$ cat config.mk
export PLATFORM = sky130hd
export DESIGN_NAME = sel_sequencer_8
export DESIGN_NICKNAME = d
export VERILOG_FILES = /design/src/rtl/sel_sequencer_8.sv
export SDC_FILE = /design/constraint.sdc
export NUM_CORES = 1
export LEC_CHECK = 0
export BUFFER_PORTS_ARGS = -buffer_cell sky130_fd_sc_hd__buf_2
export CORE_MARGIN = 8
export CORE_UTILIZATION = 45
export DETAILED_ROUTE_END_ITERATION = 10
export GPL_ROUTABILITY_DRIVEN = 0
export PLACE_DENSITY = 0.62
export SKIP_LAST_GASP = 1
export SLEW_MARGIN = 10
export SYNTH_ARGS = -nofsm -noshare
export SYNTH_HDL_FRONTEND = slang
export SYNTH_SLANG_ARGS = --single-unit
$ cat constraint.sdc
create_clock -name clock -period 5.46 [get_ports clock]
set_clock_uncertainty 0.15 [all_clocks]
set_input_delay 1.638 -clock clock [delete_from_list [all_inputs] [get_ports clock]]
set_output_delay 1.638 -clock clock [all_outputs]
set_load 0.02 [all_outputs]
$ cat src/rtl/sel_sequencer_8.sv
// sel_sequencer_8: steps the 3-bit mux select from slot 0 to a latched last slot, showing each slot for a fixed time
// Ports: clock, reset_n (sync, active-low); start (run request, sampled only in IDLE);
//        abort (cancel run); last (final slot index, latched at start);
//        sel (mux select); show (slot being shown); busy (HOLD/GAP/FINISH);
//        done (one-cycle pulse at run completion).
// Optional: SEL_SEQ_LOOP_EN adds input loop; with loop=1 the run wraps to slot 0 instead of finishing.
module sel_sequencer_8 #(
    parameter int HOLD_CYCLES = 4,
    parameter int GAP_CYCLES  = 2,
    parameter int CNT_W       = 8
) (
    input  logic       clock,
    input  logic       reset_n,
    input  logic       start,
    input  logic       abort,
    input  logic [2:0] last,
`ifdef SEL_SEQ_LOOP_EN
    input  logic       loop,
`endif
    output logic [2:0] sel,
    output logic       show,
    output logic       busy,
    output logic       done
);
    typedef enum logic [1:0] {IDLE, HOLD, GAP, FINISH} state_t;
    localparam logic [CNT_W-1:0] HOLD_LOAD = CNT_W'(HOLD_CYCLES - 1);
    localparam logic [CNT_W-1:0] GAP_LOAD  = CNT_W'(GAP_CYCLES > 0 ? GAP_CYCLES - 1 : 0);
    state_t           state;
    logic [CNT_W-1:0] cnt;
    logic [2:0]       last_q;
    logic             slot_end;
    // A slot ends after its gap, or straight after the hold when there is no gap phase.
    assign slot_end = (cnt == '0) && (state == GAP || (state == HOLD && GAP_CYCLES == 0));
    always_ff @(posedge clock) begin
        if (!reset_n) begin
            state  <= IDLE;
            cnt    <= '0;
            last_q <= '0;
            sel    <= '0;
            show   <= 1'b0;
            busy   <= 1'b0;
            done   <= 1'b0;
        end else if (abort && state != IDLE) begin
            state <= IDLE;
            cnt   <= '0;
            sel   <= '0;
            show  <= 1'b0;
            busy  <= 1'b0;
            done  <= 1'b0;
        end else begin
            done <= 1'b0;
            if (slot_end) begin
                if (sel != last_q) begin
                    sel   <= sel + 3'd1;
                    cnt   <= HOLD_LOAD;
                    state <= HOLD;
                    show  <= 1'b1;
                end
`ifdef SEL_SEQ_LOOP_EN
                else if (loop) begin
                    sel   <= '0;
                    cnt   <= HOLD_LOAD;
                    state <= HOLD;
                    show  <= 1'b1;
                    done  <= 1'b1;
                end
`endif
                else begin
                    state <= FINISH;
                    show  <= 1'b0;
                    done  <= 1'b1;
                end
            end else begin
                case (state)
                    IDLE: if (start && !abort) begin
                        last_q <= last;
                        cnt    <= HOLD_LOAD;
                        state  <= HOLD;
                        sel    <= '0;
                        show   <= 1'b1;
                        busy   <= 1'b1;
                    end
                    // cnt==0 here implies a gap phase exists; the no-gap case is handled by slot_end.
                    HOLD: if (cnt == '0) begin
                        cnt   <= GAP_LOAD;
                        state <= GAP;
                        show  <= 1'b0;
                    end else begin
                        cnt <= cnt - CNT_W'(1);
                    end
                    GAP: cnt <= cnt - CNT_W'(1);
                    FINISH: begin
                        state <= IDLE;
                        sel   <= '0;
                        busy  <= 1'b0;
                    end
                endcase
            end
        end
    end
endmodule

After elaboration in Yosys (flattened, before gate mapping)
Index checks and enable logic that the tools add are counted.

Logic and storage cells: 61. Bits in registers: 19. Output and inout port bits: 6. Input bits: 7.

Muxes and demuxes: 21. Bitwise gates (word level): 3. Equal/unequal tests: 8. Add/subtract/negate cells: 2. Reduce and logical (&&, ||, !) cells: 20.

Operator list (number): 2-to-1 mux 8 bit (4); case mux 8 bit (3 select lines) (1); AND reduction 3 bit (5); 2-to-1 mux 3 bit (3); logical NOT 8 bit (1); 2-to-1 mux 2 bit (4); nonzero test 4 bit (2); subtractor 8 x 1 -> 8 bit (second input constant) (1); != test 3 bit (second input constant) (2); case mux 2 bit (3 select lines) (1); case mux 3 bit (2 select lines) (1); nonzero test 3 bit (2); 2-to-1 mux 1 bit (5); == test 2 bit (second input constant) (2); case mux 1 bit (2 select lines) (2); AND reduction 4 bit (1); nonzero test 2 bit (2); adder 3 x 1 -> 3 bit (second input constant) (1); logical AND 1 bit (3); != test 3 bit (1); inverter 1 bit (3); OR reduction 3 bit (1); == test 2 x 1 -> 1 bit (second input constant) (1); logical NOT 2 bit (1); 4 further kinds (4).

Depth between registers and ports, before layout
Gate-level depths: netlist of the first run.

Depth after elaboration: 5. Gate-level depth with buffers: 8. Gate-level depth less buffers: 7.

Least setup slack after synthesis of the first run
Ideal clock, no wire load.

Kind: in2reg. Start point: in reset_n. End point: reg cnt[6]. Path slack: 2.570 ns. Data required time: 5.253 ns. Stages: 5. Arrival: 2.683 ns. Library setup time: 0.057 ns. Path buffers: 0. Cell sequence: inv_1 > a211o_1 > nor4_2 > nor4b_1 > a21o_1.

Longest elaborated chain between the ends: 2.

RTL lines: start: declaration (RTL line 13) `input logic reset_n,`; inverter 1 bit (no source line); OR reduction 2 bit (no source line); end signal: assignment (RTL line 89) `cnt <= cnt - CNT_W'(1);`; end signal: assignment (RTL line 91) `GAP: cnt <= cnt - CNT_W'(1);`; end: declaration (RTL line 29) `logic [CNT_W-1:0] cnt;`.

No other way between the ends. A chain may end at the register's enable or synchronous reset.

Worst setup path after layout of the first run
Same ends and word-level chain as after synthesis.

==> results of run 1 <==
==> kinds of logic (layout without fill, tap and decap cells) <==
| group | after synthesis | after routing | synth area share, % |
|---|---|---|---|
| buffers and inverters | 14 | 27 | 5.07 |
| adder cells (fa/ha/maj) | 7 | 7 | 7.25 |
| flip-flops | 19 | 19 | 31.5 |
| XOR/XNOR | 3 | 3 | 2.17 |
| multiplexers | 1 | 1 | 0.828 |
| AO/OA/AOI/OAI | 45 | 45 | 25.8 |
| AND/OR/NAND/NOR | 55 | 55 | 27.4 |
==> sequential cells by signal (all words and copies together), names as in the netlist <==
signal  count
sel         3
cnt         8
last_q      3
state       2
show        1
done        1
busy        1
==> layout make-up <==
class,count,area [um^2],share of cell area [%]
Sequential cell,19,380,29.0
Clock buffer,4,26.3,2.00
Timing Repair Buffer,12,60.1,4.58
Multi-Input combinational cell,111,767,58.4
Inverter,11,41.3,3.15
Tap cell,30,37.5,2.86
==> Yosys cell counts (all sizes together), types with 2 or more instances <==
cell type	n	share of area, %
a21boi	2	1.2
a21o	4	2.6
a21oi	8	3.3
a31oi	3	1.6
buf	2	1.3
dfxtp	19	31
ha	7	7.2
inv	11	3.4
nand2	10	3.3
nand3	9	3.7
nor2	15	6.0
nor3	7	3.3
nor4	3	2.1
nor4b	2	2.7
o211ai	2	1.7
o21ai	9	3.7
o22ai	3	1.6
o31ai	2	1.2
or3	2	1.0
or4	2	1.3
or4b	2	2.3
xnor2	3	2.2
==> through the flow <==
stage          utilization [%]  instance area (um^2)  worst slack, ps  hold WS (ps)  total power [mW]
2_1_floorplan                -                  1210             2570           317             0.566
3_3_place_gp              51.0                  1290             2370           333             0.641
3_5_place_dp              51.0                  1290             2320           333             0.639
4_1_cts                   52.0                  1310             2640           349             0.715
5_1_grt                   52.0                  1310             2540           386             0.779
6_report                  52.0                  1310             2630           347             0.717
==> per-layer routing <==
layer / up-vias / share of wire, %
met5: - / 0
met2: 41 / 46
met3: 4 / 6.5
li1: 566 / -
met1: 523 / 47
met4: 0 / 0.98
==> critical path, stage by stage <==
cell and delay [ps]:
buf_2 90, inv_1 70, a211o_1 360, nor4_2 390
nor4b_1 270, a21o_1 110
==> report_power, final <==
group | internal (mW) | total (mW) | switching [mW] | leakage [nW]
clock | 0.0284 | 0.0720 | 0.0436 | 0.0150
combinational | 0.175 | 0.452 | 0.276 | 0.378
sequential | 0.167 | 0.194 | 0.0267 | 0.155
total | 0.371 | 0.717 | 0.347 | 0.548
==> worst max path at each step <==
stage                     depth (start not counted)  slack, ps    start     end
after floorplan                                   5       2570  reset_n  cnt[6]
after global placement                            6       2370  reset_n  cnt[6]
after detailed placement                          6       2320  reset_n  cnt[6]
after CTS                                         6       2640  reset_n  cnt[6]
after global routing                              6       2540  reset_n  cnt[6]
final                                             6       2630  reset_n  cnt[6]
==> metrics.cfg, run 1 <==
[critical_path]
rr_worst_depth = 7
critPathMaxFanout = 6
arrival_ps = 2940
start_kind = primary input
r2r_end = cnt[6]
critPathKind = in -> reg
reg2reg_from = state[0]
crit_required_ps = 5560
crit_path_end_kind = register
ff2ff_setup_slack_ps = 3120

[logic_synthesis]
ys_seq_elements = 19
ys.flop_type = dfxtp_1
synth_nets = 158
synth-async-reset-ratio_pct = 0
synth.distinct_cells = 49
seq_area_frac_synth_pct = 31.5
netlist_area_um2 = 1210
synth_edf_count = 0
syn_area_per_cell_um2 = 8.39
postSynthCellCount = 144
synth_warnings = 0

[clock_network]
cts_tree = done
post_cts_buffers = 0
root_buffer = clkbuf_4
hold_buffers = 0
cts_resized = 0
clock_latency_ps = 290
cts_buffers = 3
cts.sink_count = 19
htreeDepth = 1
cts.clk_slew.worst_paths_ps = 110
clockBufferDepth = 2

[timing]
fin_crit_sh_pct = 51.9
slew_headroom_pct = 65.4
hold_violations = 0
worstMarginPinSlew_ps = 519
fin_crit_ps = 2830
setup_violations = 0
tns_ps = 0
maxSlewViolCount = 0
rsz0062_at_grt = false
fmax_mhz = 353

[grt]
antenna_found_initial = 0
met1_usage_pct = 17.7
grt_pass1_wl_um = 4550
use_met3_pct = 1.96
grt_pass1_vias = 975
gr-max-usage-layer = met2
grt_remaining_overflow = 0
grt_max_degree = 16
met2_usage_pct = 19.1
grt_usage_pct = 12.7

[floorplanning]
die_h_um = 67.8
die-area_um2 = 4600
die_x_um = 67.8
io_pins = 13
core-area_um2 = 2520
start_util_pct = 47.9
rows = 18

[routing]
num_vias = 1134
drc = 0
via_per_inst = 6.06
routedWlPerCell_um = 14.7
drt_iter0_drc = 59
ant_nets = 0
firstDrtPassIters = 4
wirelength_um = 2750

[cells_and_area]
final_common_cell = dfxtp_1
area.growth.synth_to_final_pct = 8.59
antenna_cells = 0
drive_above_1_share_pct = 16.6
fillers = 252
nets = 172
fin_cells = 187
final_cell_mix = 19 x dfxtp_1, 14 x nor2_1, 12 x buf_2

[pwr]
p_per_area_nw_per_um2 = 547
ir_drop_mv = 0.295
leakage_nw = 0.548

[placed_design]
placed_cells = 183
hpwl_um = 2060
port_buffers = 12

[worst_hold_path]
hold_class = reg -> reg
min_to = last_q[0]
hold_start = last_q[0]
hold_depth = 2

[status]
outcome = complete, no violations

[flow_run]
cap_violations = 0

No activity file was read; power rests on OpenSTA's default activity.
==> inputs of run 2 (changes only) <==
--- a/config.mk
+++ b/config.mk
@@ -5,6 +5,7 @@
 export SDC_FILE = /design/constraint.sdc
 export NUM_CORES = 1
 export LEC_CHECK = 0
+export ABC_AREA = 1
 export BUFFER_PORTS_ARGS = -buffer_cell sky130_fd_sc_hd__buf_2
 export CORE_MARGIN = 8
 export CORE_UTILIZATION = 45
==> constraint.sdc (replaced) <==
create_clock -name clock -period 2.9 [get_ports clock]
set_clock_uncertainty 0.15 [all_clocks]
set_input_delay 0.87 -clock clock [delete_from_list [all_inputs] [get_ports clock]]
set_output_delay 0.87 -clock clock [all_outputs]
set_load 0.02 [all_outputs]
==> run 2 against run 1 <==
  * First-iteration DRC count fell by 10%
  * Critical endpoint is now sel[2]
  * Die area rose by 4.0%
  * Register-to-register slack worse by 2100 ps
  * Combinational power increased to 2.6 times the previous value
==> metrics.cfg, run 2 <==
[status]
outcome = complete, no violations

[critical_path]
critPathKind = reg -> out
cp.buffers_inverters = 1  ; -1
critPathSlowestCell = dfxtp_1
rr_worst_depth = 8  ; +1
crit_path_end_kind = primary output
cp_top_family = flip-flops
critPathMaxFanout = 5  ; -1
arrival_ps = 920  ; -2020 ps
crit_required_ps = 1880  ; -3680 ps
cpPeakStageDelay_ps = 420  ; +30 ps
crit_chain = buf_2
critical_path_cell_count = 1  ; -5
start_kind = register

[placed_design]
hpwl_um = 2210  ; +7.3%
port_buffers = 12  ; unchanged
placed_area_um2 = 1380  ; +7.2%

[logic_synthesis]
synth_common_cells = 31 x nand2_1, 27 x inv_1, 27 x nor2_1, 19 x dfxtp_1, 11 x nand3_1
synth_nets = 198  ; +25%
ys.flop_type = dfxtp_1
synth_area_leaders = dfxtp_1 30%, nand2_1 9.1%, inv_1 8.0%
yosysMostFrequentCell = nand2_1
ys_seq_elements = 19  ; unchanged
synth_warnings = 0  ; unchanged
seq_area_frac_synth_pct = 29.9  ; -1.6 points
synth_top_area_share_pct = 29.9  ; -1.6 points
netlist_area_um2 = 1270  ; +5.3%
yosys.area.top_type = dfxtp_1
syn_area_per_cell_um2 = 6.92  ; -18%
postSynthCellCount = 184  ; +28%
synth.distinct_cells = 29  ; -41%
synth_edf_count = 0  ; unchanged
synth-async-reset-ratio_pct = 0  ; unchanged

[cells_and_area]
fin_area_um2 = 1410  ; +7.1%
antenna_cells = 0  ; unchanged
largest_reg_flops = 8  ; unchanged
drive_above_1_share_pct = 18.9  ; +2.3 points
area.growth.synth_to_final_pct = 10.5
top_regs = cnt x8, last_q x3, sel x3
nets = 216  ; +26%
regMostFlops = cnt
final_common_cell = nand2_1
final_cell_mix = 31 x nand2_1, 27 x inv_1, 27 x nor2_1

[clock_network]
clock_latency_ps = 300  ; about the same
htreeDepth = 1  ; unchanged
root_buffer = clkbuf_4
post_cts_buffers = 0  ; unchanged
cts_buffers = 3  ; unchanged
clockBufferDepth = 2  ; unchanged
cts_tree = done
cts_resized = 0  ; unchanged
cts.sink_count = 19  ; unchanged
hold_buffers = 0  ; unchanged
cts.clk_slew.worst_paths_ps = 110  ; about the same

[pwr]
p_per_area_nw_per_um2 = 1220  ; +120%
finalPower_mw = 1.71  ; +140%
leakage_nw = 0.728  ; +33%
ir_drop_mv = 0.666  ; +130%

[worst_hold_path]
hold_depth = 2  ; unchanged
hold_class = reg -> reg

[routing]
drt_iter0_drc = 53  ; -10%
num_vias = 1197  ; +5.6%
routedWlPerCell_um = 11.7  ; -20%
ant_nets = 0  ; unchanged
firstDrtPassIters = 4  ; unchanged
drc = 0  ; unchanged
via_per_inst = 5.16  ; -15%
wirelength_um = 2720  ; -1.1%

[grt]
antenna_found_initial = 0  ; unchanged
grt_pass1_wl_um = 4590  ; +0.90%
grt_pass1_vias = 1069  ; +9.6%
grt_max_degree = 12  ; -4
grt_usage_pct = 11.3  ; -1.4 points
grt_remaining_overflow = 0  ; unchanged

[timing]
tns_ps = 0  ; unchanged
fin_crit_ps = 1940
rsz0062_at_grt = false
slew_headroom_pct = 71.9  ; +6.5 points
setup_violations = 0  ; unchanged
fin_crit_sh_pct = 66.9
hold_violations = 0  ; unchanged
fmax_mhz = 515
maxSlewViolCount = 0  ; unchanged
worstMarginPinSlew_ps = 420  ; -99.4 ps

[floorplanning]
start_util_pct = 47.0  ; -0.96 points
rows = 19  ; +1
core-area_um2 = 2710  ; +7.4%
die-area_um2 = 4790  ; +4.0%
io_pins = 13  ; unchanged
die_h_um = 69.2  ; +2.0%
die_x_um = 69.2  ; +2.0%

[flow_run]
cap_violations = 0  ; unchanged

-- run 2: cell types whose count changed in the layout (fill, tap and decap cells not counted), moves of 4 or more --
| cell | delta |
|---|---|
| inv_1 | +16 |
| inv_2 | +5 |
| o21ai_1 | +4 |
| nor2_1 | +13 |
| nand2_1 | +22 |
| nand2_4 | +4 |
-- run 2: final timing paths --
kind	slack, ps	from	endpoint
setup / recovery	960	sel[2]	sel[2]
hold / removal	330	cnt[1]	cnt[1]
setup reg to reg	1020	state[0]	state[1]
hold reg to reg	330	cnt[1]	cnt[1]
-- run 2: cell type report --
| cell class | count | area (um^2) |
|---|---|---|
| clock buffers | 3 | 22.5 |
| multi-input cells | 132 | 766 |
| well taps | 31 | 38.8 |
| repair buffers | 13 | 67.6 |
| flip-flops and latches | 19 | 380 |
| fillers | 285 | 1300 |
| clock inverters | 1 | 5.00 |
| inverters | 33 | 126 |
-- run 2: power by group --
| group | total [mW] | internal (mW) | leakage [nW] | switching (mW) |
|---|---|---|---|---|
| Clock | 0.137 | 0.0514 | 0.0177 | 0.0853 |
| Combinational | 1.18 | 0.412 | 0.555 | 0.765 |
| Sequential | 0.400 | 0.341 | 0.155 | 0.0591 |
| Total | 1.71 | 0.805 | 0.728 | 0.910 |
-- run 2: per-layer routing --
layer	share of wire [%]	vias to the layer above	global-route usage, %
met5	0	-	0
met1	46	536	12.2
met2	47	24	19.6
li1	-	629	-
met3	4.6	8	3.58
met4	2.3	0	4.78
-- run 2: logic make-up after synthesis --
family | after synthesis | synth area share, %
AO/OA/AOI/OAI | 30 | 14.2
XOR/XNOR | 5 | 3.44
adder cells (fa/ha/maj) | 7 | 6.88
buffers and inverters | 33 | 9.93
flip-flops | 19 | 29.9
AND/OR/NAND/NOR | 90 | 35.7
-- run 2: per-stage QoR --
stage | hold WS, ps | std cells | setup slack, ps | util (%)
2_1_floorplan | 294 | 184 | 1090 | -
3_3_place_gp | 313 | 228 | 893 | 50.9
3_5_place_dp | 318 | 228 | 858 | 50.9
4_1_cts | 334 | 232 | 926 | 51.9
5_1_grt | 360 | 232 | 866 | 51.9
6_report | 330 | 232 | 959 | 51.9
